<file path="src/rtl/ps2_scancode_rx.sv">
// ps2_scancode_rx
// Receives PS/2 set-2 keyboard frames, which have 11 bits each: start, 8 data
// bits LSB first, odd parity and stop. Each frame is sampled on a filtered
// falling edge of ps2_clk. Accepted bytes go through a small prefix decoder
// (E0 extended, F0 break, E1 Pause skip, device responses dropped). Each key
// event is packed into the 11-bit ps2_key word.
// The block only receives and never drives the PS/2 bus.
//
// Ports
//   clk        system clock (same domain as the keyboard matrix)
//   reset      asynchronous, active-low reset
//   ps2_clk    raw PS/2 clock from the device (asynchronous)
//   ps2_data   raw PS/2 data from the device (asynchronous)
//   ps2_key    [10] event toggle, [9] 1=make/0=break, [8] E0-extended,
//              [7:0] scancode
//   frame_err  one-cycle pulse on a start, parity, stop or timeout error
module ps2_scancode_rx #(
  parameter int FILTER_LEN     = 8,
  parameter int TIMEOUT_CYCLES = 16384
) (
  input  logic        clk,
  input  logic        reset,
  input  logic        ps2_clk,
  input  logic        ps2_data,
  output logic [10:0] ps2_key,
  output logic        frame_err
);

  localparam int FW = $clog2(FILTER_LEN + 1);
  localparam int TW = $clog2(TIMEOUT_CYCLES + 1);
  localparam logic [FW-1:0] FILT_MAX = FW'(FILTER_LEN - 1);
  localparam logic [TW-1:0] TMO_MAX  = TW'(TIMEOUT_CYCLES - 1);

  typedef enum logic [1:0] {
    IDLE   = 2'd0,
    DATA   = 2'd1,
    PARITY = 2'd2,
    STOP   = 2'd3
  } state_t;

  // Input synchronisers: index 0 = clock line, index 1 = data line.
  logic [1:0] raw_in;
  logic [1:0] sync_s1_reg;
  logic [1:0] sync_s2_reg;

  assign raw_in = {ps2_data, ps2_clk};

  genvar gi;
  generate
    for (gi = 0; gi < 2; gi++) begin : g_sync
      always_ff @(posedge clk or negedge reset) begin
        if (!reset) begin
          sync_s1_reg[gi] <= 1'b1;
          sync_s2_reg[gi] <= 1'b1;
        end else begin
          sync_s1_reg[gi] <= raw_in[gi];
          sync_s2_reg[gi] <= sync_s1_reg[gi];
        end
      end
    end
  endgenerate

  logic ps2_clk_sync;
  logic ps2_data_sync;
  assign ps2_clk_sync  = sync_s2_reg[0];
  assign ps2_data_sync = sync_s2_reg[1];

  // Glitch filter. The counter restarts on any change of the synced clock.
  // The filtered clock only follows the synced clock after the level has
  // been held for FILTER_LEN cycles, so short glitches never reach the FSM.
  logic          clk_prev_reg;
  logic [FW-1:0] filt_cnt_reg;
  logic          fclk_reg;
  logic          fall_reg;

  always_ff @(posedge clk or negedge reset) begin
    if (!reset) begin
      clk_prev_reg <= 1'b1;
      filt_cnt_reg <= '0;
      fclk_reg     <= 1'b1;
      fall_reg     <= 1'b0;
    end else begin
      clk_prev_reg <= ps2_clk_sync;
      fall_reg     <= 1'b0;
      if (ps2_clk_sync != clk_prev_reg) begin
        filt_cnt_reg <= '0;
      end else if (filt_cnt_reg != FILT_MAX) begin
        filt_cnt_reg <= filt_cnt_reg + 1'b1;
      end else begin
        fclk_reg <= ps2_clk_sync;
        fall_reg <= fclk_reg & ~ps2_clk_sync;
      end
    end
  end

  // Frame FSM
  state_t        state_reg, state_next;
  logic [2:0]    bitcnt_reg, bitcnt_next;
  logic [7:0]    sh_reg, sh_next;
  logic          par_ok_reg, par_ok_next;
  logic [TW-1:0] timer_reg, timer_next;
  logic          accept_reg, accept_next;
  logic          err_reg, err_next;

  always_ff @(posedge clk or negedge reset) begin
    if (!reset) begin
      state_reg  <= IDLE;
      bitcnt_reg <= '0;
      sh_reg     <= '0;
      par_ok_reg <= 1'b0;
      timer_reg  <= '0;
      accept_reg <= 1'b0;
      err_reg    <= 1'b0;
    end else begin
      state_reg  <= state_next;
      bitcnt_reg <= bitcnt_next;
      sh_reg     <= sh_next;
      par_ok_reg <= par_ok_next;
      timer_reg  <= timer_next;
      accept_reg <= accept_next;
      err_reg    <= err_next;
    end
  end

  always_comb begin
    state_next  = state_reg;
    bitcnt_next = bitcnt_reg;
    sh_next     = sh_reg;
    par_ok_next = par_ok_reg;
    accept_next = 1'b0;
    err_next    = 1'b0;
    // The timer measures cycles since the last fall while a frame is open.
    timer_next  = (state_reg == IDLE || fall_reg) ? '0 : timer_reg + 1'b1;

    case (state_reg)
      IDLE: begin
        if (fall_reg) begin
          if (!ps2_data_sync) begin
            state_next  = DATA;
            bitcnt_next = '0;
          end else begin
            err_next = 1'b1;
          end
        end
      end
      DATA: begin
        if (fall_reg) begin
          sh_next     = {ps2_data_sync, sh_reg[7:1]};
          bitcnt_next = bitcnt_reg + 1'b1;
          if (bitcnt_reg == 3'd7) state_next = PARITY;
        end
      end
      PARITY: begin
        if (fall_reg) begin
          par_ok_next = ^{sh_reg, ps2_data_sync};
          state_next  = STOP;
        end
      end
      STOP: begin
        if (fall_reg) begin
          if (ps2_data_sync && par_ok_reg) accept_next = 1'b1;
          else                             err_next    = 1'b1;
          state_next = IDLE;
        end
      end
      default: state_next = IDLE;
    endcase

    // A fall in the same cycle takes priority over expiry.
    if (state_reg != IDLE && !fall_reg && timer_reg == TMO_MAX) begin
      state_next = IDLE;
      err_next   = 1'b1;
    end
  end

  assign frame_err = err_reg;

  // Byte decoder. sh_reg still holds the accepted byte one cycle after the
  // stop bit, because the next shift only happens after a new start bit.
  logic       ext_reg;
  logic       brk_reg;
  logic [2:0] skip_cnt_reg;
  logic [10:0] key_reg;

  always_ff @(posedge clk or negedge reset) begin
    if (!reset) begin
      ext_reg      <= 1'b0;
      brk_reg      <= 1'b0;
      skip_cnt_reg <= '0;
      key_reg      <= '0;
    end else if (accept_reg) begin
      if (skip_cnt_reg != 3'd0) begin
        // Bytes that follow E1 belong to the Pause sequence.
        skip_cnt_reg <= skip_cnt_reg - 1'b1;
      end else begin
        case (sh_reg)
          8'hE1: begin
            skip_cnt_reg <= 3'd7;
            ext_reg      <= 1'b0;
            brk_reg      <= 1'b0;
          end
          8'hE0: ext_reg <= 1'b1;
          8'hF0: brk_reg <= 1'b1;
          8'h00, 8'hAA, 8'hEE, 8'hFA, 8'hFC, 8'hFE, 8'hFF: begin
            ext_reg <= 1'b0;
            brk_reg <= 1'b0;
          end
          default: begin
            key_reg <= {~key_reg[10], ~brk_reg, ext_reg, sh_reg};
            ext_reg <= 1'b0;
            brk_reg <= 1'b0;
          end
        endcase
      end
    end
  end

  assign ps2_key = key_reg;

endmodule

</file>
<file path="config.mk">
export PLATFORM = sky130hd
export DESIGN_NAME = ps2_scancode_rx
export DESIGN_NICKNAME = d
export VERILOG_FILES = /design/src/rtl/ps2_scancode_rx.sv
export SDC_FILE = /design/constraint.sdc
export NUM_CORES = 1
export LEC_CHECK = 0
export ABC_AREA = 1
export CAP_MARGIN = 40
export CORE_UTILIZATION = 53
export CTS_BUF_LIST = sky130_fd_sc_hd__clkbuf_4 sky130_fd_sc_hd__clkbuf_8 sky130_fd_sc_hd__clkbuf_16
export DETAILED_ROUTE_END_ITERATION = 10
export HOLD_SLACK_MARGIN = 0.12
export PLACE_DENSITY = 0.75
export SYNTH_ARGS = -nofsm -noshare
export SYNTH_HDL_FRONTEND = slang
export SYNTH_SLANG_ARGS = --single-unit
</file>
<file path="constraint.sdc">
create_clock -name clk -period 1.65 [get_ports clk]
set_clock_uncertainty 0.1 [all_clocks]
set_input_delay 0.33 -clock clk [delete_from_list [all_inputs] [get_ports clk]]
set_output_delay 0.33 -clock clk [all_outputs]
set_load 0.005 [all_outputs]
</file>
## After elaboration in Yosys (flattened, before gate mapping)

Index checks and enable logic that the tools add are counted.
W data, S select, Z words.

- Flip-flop bits (word level): 58
- Bits of input ports: 4
- Output and inout port bits: 12
- Logic and storage cells: 111

- Add/subtract/negate cells: 4
- Equality and inequality tests: 25
- Multiplexer cells: 30
- Bitwise gates (word level): 10
- Reductions and logical operators: 23

Operator list:

| kind | number |
|---|---|
| $eq A8 B8 Y1 const B | 9 |
| $add A15 B1 Y15 const B | 1 |
| $eq A15 B14 Y1 const B | 1 |
| $mux W15 | 1 |
| $mux W3 | 5 |
| $mux W2 | 7 |
| $ne A3 B3 Y1 const B | 4 |
| $mux W1 | 10 |
| $reduce_or A10 Y1 | 1 |
| $not A1 Y1 | 9 |
| $reduce_and A3 Y1 | 3 |
| $reduce_xor A9 Y1 | 1 |
| $logic_not A8 Y1 | 1 |
| $mux W4 | 2 |
| $pmux W2 S4 | 1 |
| $reduce_and A2 Y1 | 4 |
| $reduce_bool A2 Y1 | 4 |
| $ne A2 B2 Y1 const B | 3 |
| $ne A3 B2 Y1 const B | 2 |
| $pmux W1 S2 | 3 |
| $pmux W3 S2 | 1 |
| $reduce_and A6 Y1 | 1 |
| $add A4 B1 Y4 const B | 1 |
| $eq A2 B2 Y1 const B | 2 |
| 13 further kinds | 15 |

## Longest topological paths before layout

- Depth in word-level cells: 5
- Mapped depth: 11
- Gate-level depth less buffers: 10

## Worst setup path after synthesis

No wires, ideal clock.

- Kind: register -> register
- Start point: register state_reg[0]
- End point: register state_reg[0]
- Setup time: 0.117 ns
- Arrival time: 1.342 ns
- Required time: 1.433 ns
- Setup slack: 0.091 ns
- Stages on the path, launching flop included: 11
- Path buffers: 0
- Period minus slack after synthesis: 1.559 ns
- Cells stage by stage: dfrtp_1 > inv_1 > ha_1 > inv_1 > nand2_1 > nor3_1 > nand3_1 > nand2_1 > nand2_1 > nand2_1 > nand2_1

- Cells in the longest elaborated chain, start to end: 5
- Elaborated cells between the ends (all ways): 16
- Classes of those cells: eq/ne: 9; mux: 2; reduce/logical: 5

Ends and longest elaborated chain:

| element | RTL line | text |
|---|---|---|
| from (decl) | 97 | `state_t state_reg, state_next;` |
| from (signal assigned) | 115 | `state_reg <= state_next;` |
| $reduce_bool A2 Y1 | 170 | `if (state_reg != IDLE && !fall_reg && timer_reg == TMO_MAX) begin` |
| $logic_and A1 B1 Y1 (2 in a row) | 170 |  |
| $ne A3 B3 Y1 (no source line) or $ne A3 B2 Y1 (tied branches) | n/a |  |
| $reduce_and A6 Y1 (no source line) | n/a |  |

Several ways; a longest one is shown, not always the timed one.
A chain may end at the register's enable or synchronous reset.

## Worst setup path in the final report

- Start point: register key_reg[2] (netlist: ps2_key[2])
- End point: output port ps2_key[2]

RTL lines:

| element | RTL line | text |
|---|---|---|
| from (decl) | 183 | `logic [10:0] key_reg;` |
| from (signal assigned) | 209 | `key_reg <= {~key_reg[10], ~brk_reg, ext_reg, sh_reg};` |
| to (decl) | 25 | `output logic [10:0] ps2_key,` |

No word-level cell between the ends.

==> summary.txt <==
Status: completed
Worst relative slew slack: 67.6%
Post-Syn Nets: 376
Crit start category: flip-flop
ANT cells: 0
Max cap viols: 0
Worst hold path stage count: 0
FF/Latch Area: 1470 um^2
Worst path cell trace: clkdlybuf4s50_1
Num Clock Sinks: 58
Crit path arrival time: 1.19 ns
Chip width: 76.3 um
H-tree depth: 3
Fillers: 418
CTS tree: done
CP Capture Type: output pin
WHS Endpoint: ps2_data_sync
Synth Area in XOR/XNOR: 0.899%
Flop2flop setup slack: 0.10 ns
Vias in the first global route: 2,284
Port bufs: 15
Share of layout cells above drive strength 1: 20.9%
Clock tree buffer depth: 2
Fraction of the mapped netlist area in compound gates: 7.87%
Syn-to-layout area delta: 23.9%
WS Path Type: flip-flop to output pin
CP max FO: 2
Leakage: 1.91 nW
Die ar.: 5820 um^2
Boundary Pins: 16
GR Util All Layers: 21.5%
Die H: 76.3 um
Worst r2r dst: ps2_key[7]
Via count: 2,383
Root Driver: clkbuf_8
Final core occ: 69.6%
Post-detail-place hpwl: 3.75 mm
Max Freq: 618 MHz
Max VDD drop: 0.712 mV
Largest net degree at the start of global routing: 26
Post-synthesis mux area share: 0%
Post-Synth Simple-Gate Area: 28.4%
Routed len/inst: 11.6 um
Critical R2R Launch: sh_reg[2]
Synth Instances: 362
Cell row count: 26
1st-iter DRT viols: 154
Tot Pwr: 3.69 mW
Worst-margin pin slew: 0.485 ns
1st-pass router iterations: 4
Highest cell delay on the worst timing path: 0.50 ns
WP buf/inv: 1
Cell area after layout: 3620 um^2
Synthesized area: 2920 um^2
Initial Util: 56.2%
RSZ-0062 raised after global routing: yes
Slowest-stage cell, CP: clkdlybuf4s50_1
Worst min path class: flip-flop to flip-flop
Via density: 4.95
Hold Vio Cnt, Final: 0
Power Density: 1020 nW/um^2
Reg2Reg Depth: 9
Final setup viols: 0
Total Routed Length: 5.60 mm
Cts bufs inserted: 9
Initial antenna violation count: 0
First-pass GRT wire length: 9.72 mm
Sequential share of the synthesized area: 49.9%
Largest family of logic cells by synthesized area: simple AND/OR/NAND/NOR gates
YS warnings: 0
Synthesis-stage register bit count: 58
Min cycle time layout: 1.62 ns
Post-route ant nets: 0
WP data required: 1.22 ns
Hold_sp: sync_s1_reg[1]
Grt total ovfl: 0
Max FFs per register: 15
Number of remaining DRC errors: 0
Final nets: 420
Multi-input gate area: 1270 um^2
Area share of fa/ha/maj cells after synthesis: 4.28%
Syn_area_per_cell: 8.08 um^2
Period utilisation layout: 98.1%
Netlist cell types: 28
Max-slew violations: 0
Routability cong.: 0.815
Clock Latency Late Sink: 0.34 ns
Area after DPL: 3210 um^2
Placeable Area: 5200 um^2
Worst-path clk slew: 0.07 ns
Cell family with most CP delay: buffers and inverters
## report_power, final
group	leakage, nW	total [mW]	internal, mW	switching, mW
clock network	0.121	1.54	0.984	0.556
registers	0.774	1.55	1.49	0.0529
logic	1.01	0.603	0.247	0.356
## cell type report
class,instances,area share [%]
well taps,70,2.42
repair buffers,40,10.6
flip-flops and latches,58,40.4
clock buffers,14,4.80
clock inverters,2,1.66
multi-input cells,249,35.1
inverters,48,5.04
## per-layer routing
layer | part of all wire, % | up-vias | wire length [um] | track usage [%]
li1 | - | 1232 | - | -
met1 | 45 | 1099 | 2520 | 25.5
met2 | 50 | 43 | 2810 | 35.9
met3 | 3.0 | 9 | 169 | 5.51
met4 | 1.8 | 0 | 102 | 11.2
met5 | 0 | - | 0 | 0
## cell families after synthesis
logic type      count (synthesis)
fa+ha+maj                      10
xor+xnor                        3
simple gates                  193
buf+inv                        55
flops                          58
compound gates                 43
## through the flow
step	hold WS (ns)	setup TNS [ns]	std cells	setup slack (ns)
after detailed placement	0.191	0	451	0.00925
after global routing	0.263	-0.0230	481	-0.0184
after global placement	0.193	0	451	0.0559
after floorplan	-0.0656	0	362	0.0905
after CTS	0.255	0	469	0.000173
final	0.253	0	481	0.0320
## what timing repair did
| action | 4_1_cts | 5_1_grt |
|---|---|---|
| pin swaps | 1 | 7 |
| endpoints found under the setup margin | 2 | 33 |
| hold buffers | 1 | 0 |
| buffers inserted | 1 | 12 |
| hold endpoints to repair | 15 | 0 |
| gates resized for setup | 0 | 30 |
## cells in the final DEF, fill, tap and decap left out, types with 2 or more instances in the layout
| cell type | instances |
|---|---|
| inv_2 | 8 |
| nand3_1 | 23 |
| nor3_1 | 3 |
| clkbuf_8 | 11 |
| o21ai_0 | 21 |
| nand4_1 | 5 |
| inv_1 | 39 |
| dfrtp_2 | 5 |
| nand2_2 | 9 |
| xor2_1 | 3 |
| ha_1 | 8 |
| clkdlybuf4s50_1 | 10 |
| a21oi_1 | 14 |
| nand3_2 | 2 |
| dfstp_2 | 6 |
| nand2_1 | 96 |
| o21ai_1 | 2 |
| buf_12 | 3 |
| o31ai_1 | 2 |
| nor3_2 | 2 |
| buf_4 | 21 |
| a22o_1 | 2 |
| dfrtp_1 | 47 |
| nor2_1 | 41 |
| dlymetal6s2s_1 | 4 |
| nor2_4 | 2 |
| clkbuf_4 | 3 |
| bufinv_16 | 2 |
| nor2_2 | 5 |
## worst max path at each step
stage,startpoint,endpoint,slack [ns],depth (start not counted)
2_1_floorplan,state_reg[0],state_reg[0],0.09,10
3_3_place_gp,timer_reg[0],state_reg[0],0.06,10
3_5_place_dp,state_reg[0],state_reg[1],0.009,10
4_1_cts,state_reg[0],state_reg[1],0.0002,10
5_1_grt,ps2_key[7],ps2_key[7],-0.02,1
6_report,ps2_key[2],ps2_key[2],0.03,1
## cell usage after synthesis (all sizes together)
| library cell | instances | area, um^2 |
|---|---|---|
| a31oi | 1 | 6.26 |
| or2 | 1 | 6.26 |
| nor4 | 1 | 6.26 |
| nand2 | 106 | 415 |
| buf | 6 | 67.6 |
| o31ai | 2 | 15.0 |
| clkbuf | 1 | 3.75 |
| dfrtp | 52 | 1300 |
| inv | 48 | 183 |
| o21ai | 23 | 115 |
| o22ai | 1 | 6.26 |
| nand3 | 26 | 135 |
| nand3b | 1 | 7.51 |
| nor2 | 48 | 198 |
| dfstp | 6 | 158 |
| xor2 | 3 | 26.3 |
| a22o | 2 | 17.5 |
| a21oi | 14 | 70.1 |
| nor3 | 5 | 30.0 |
| ha | 10 | 125 |
| nand4 | 5 | 31.3 |
Note: power is estimated with default switching activity, not from simulation.
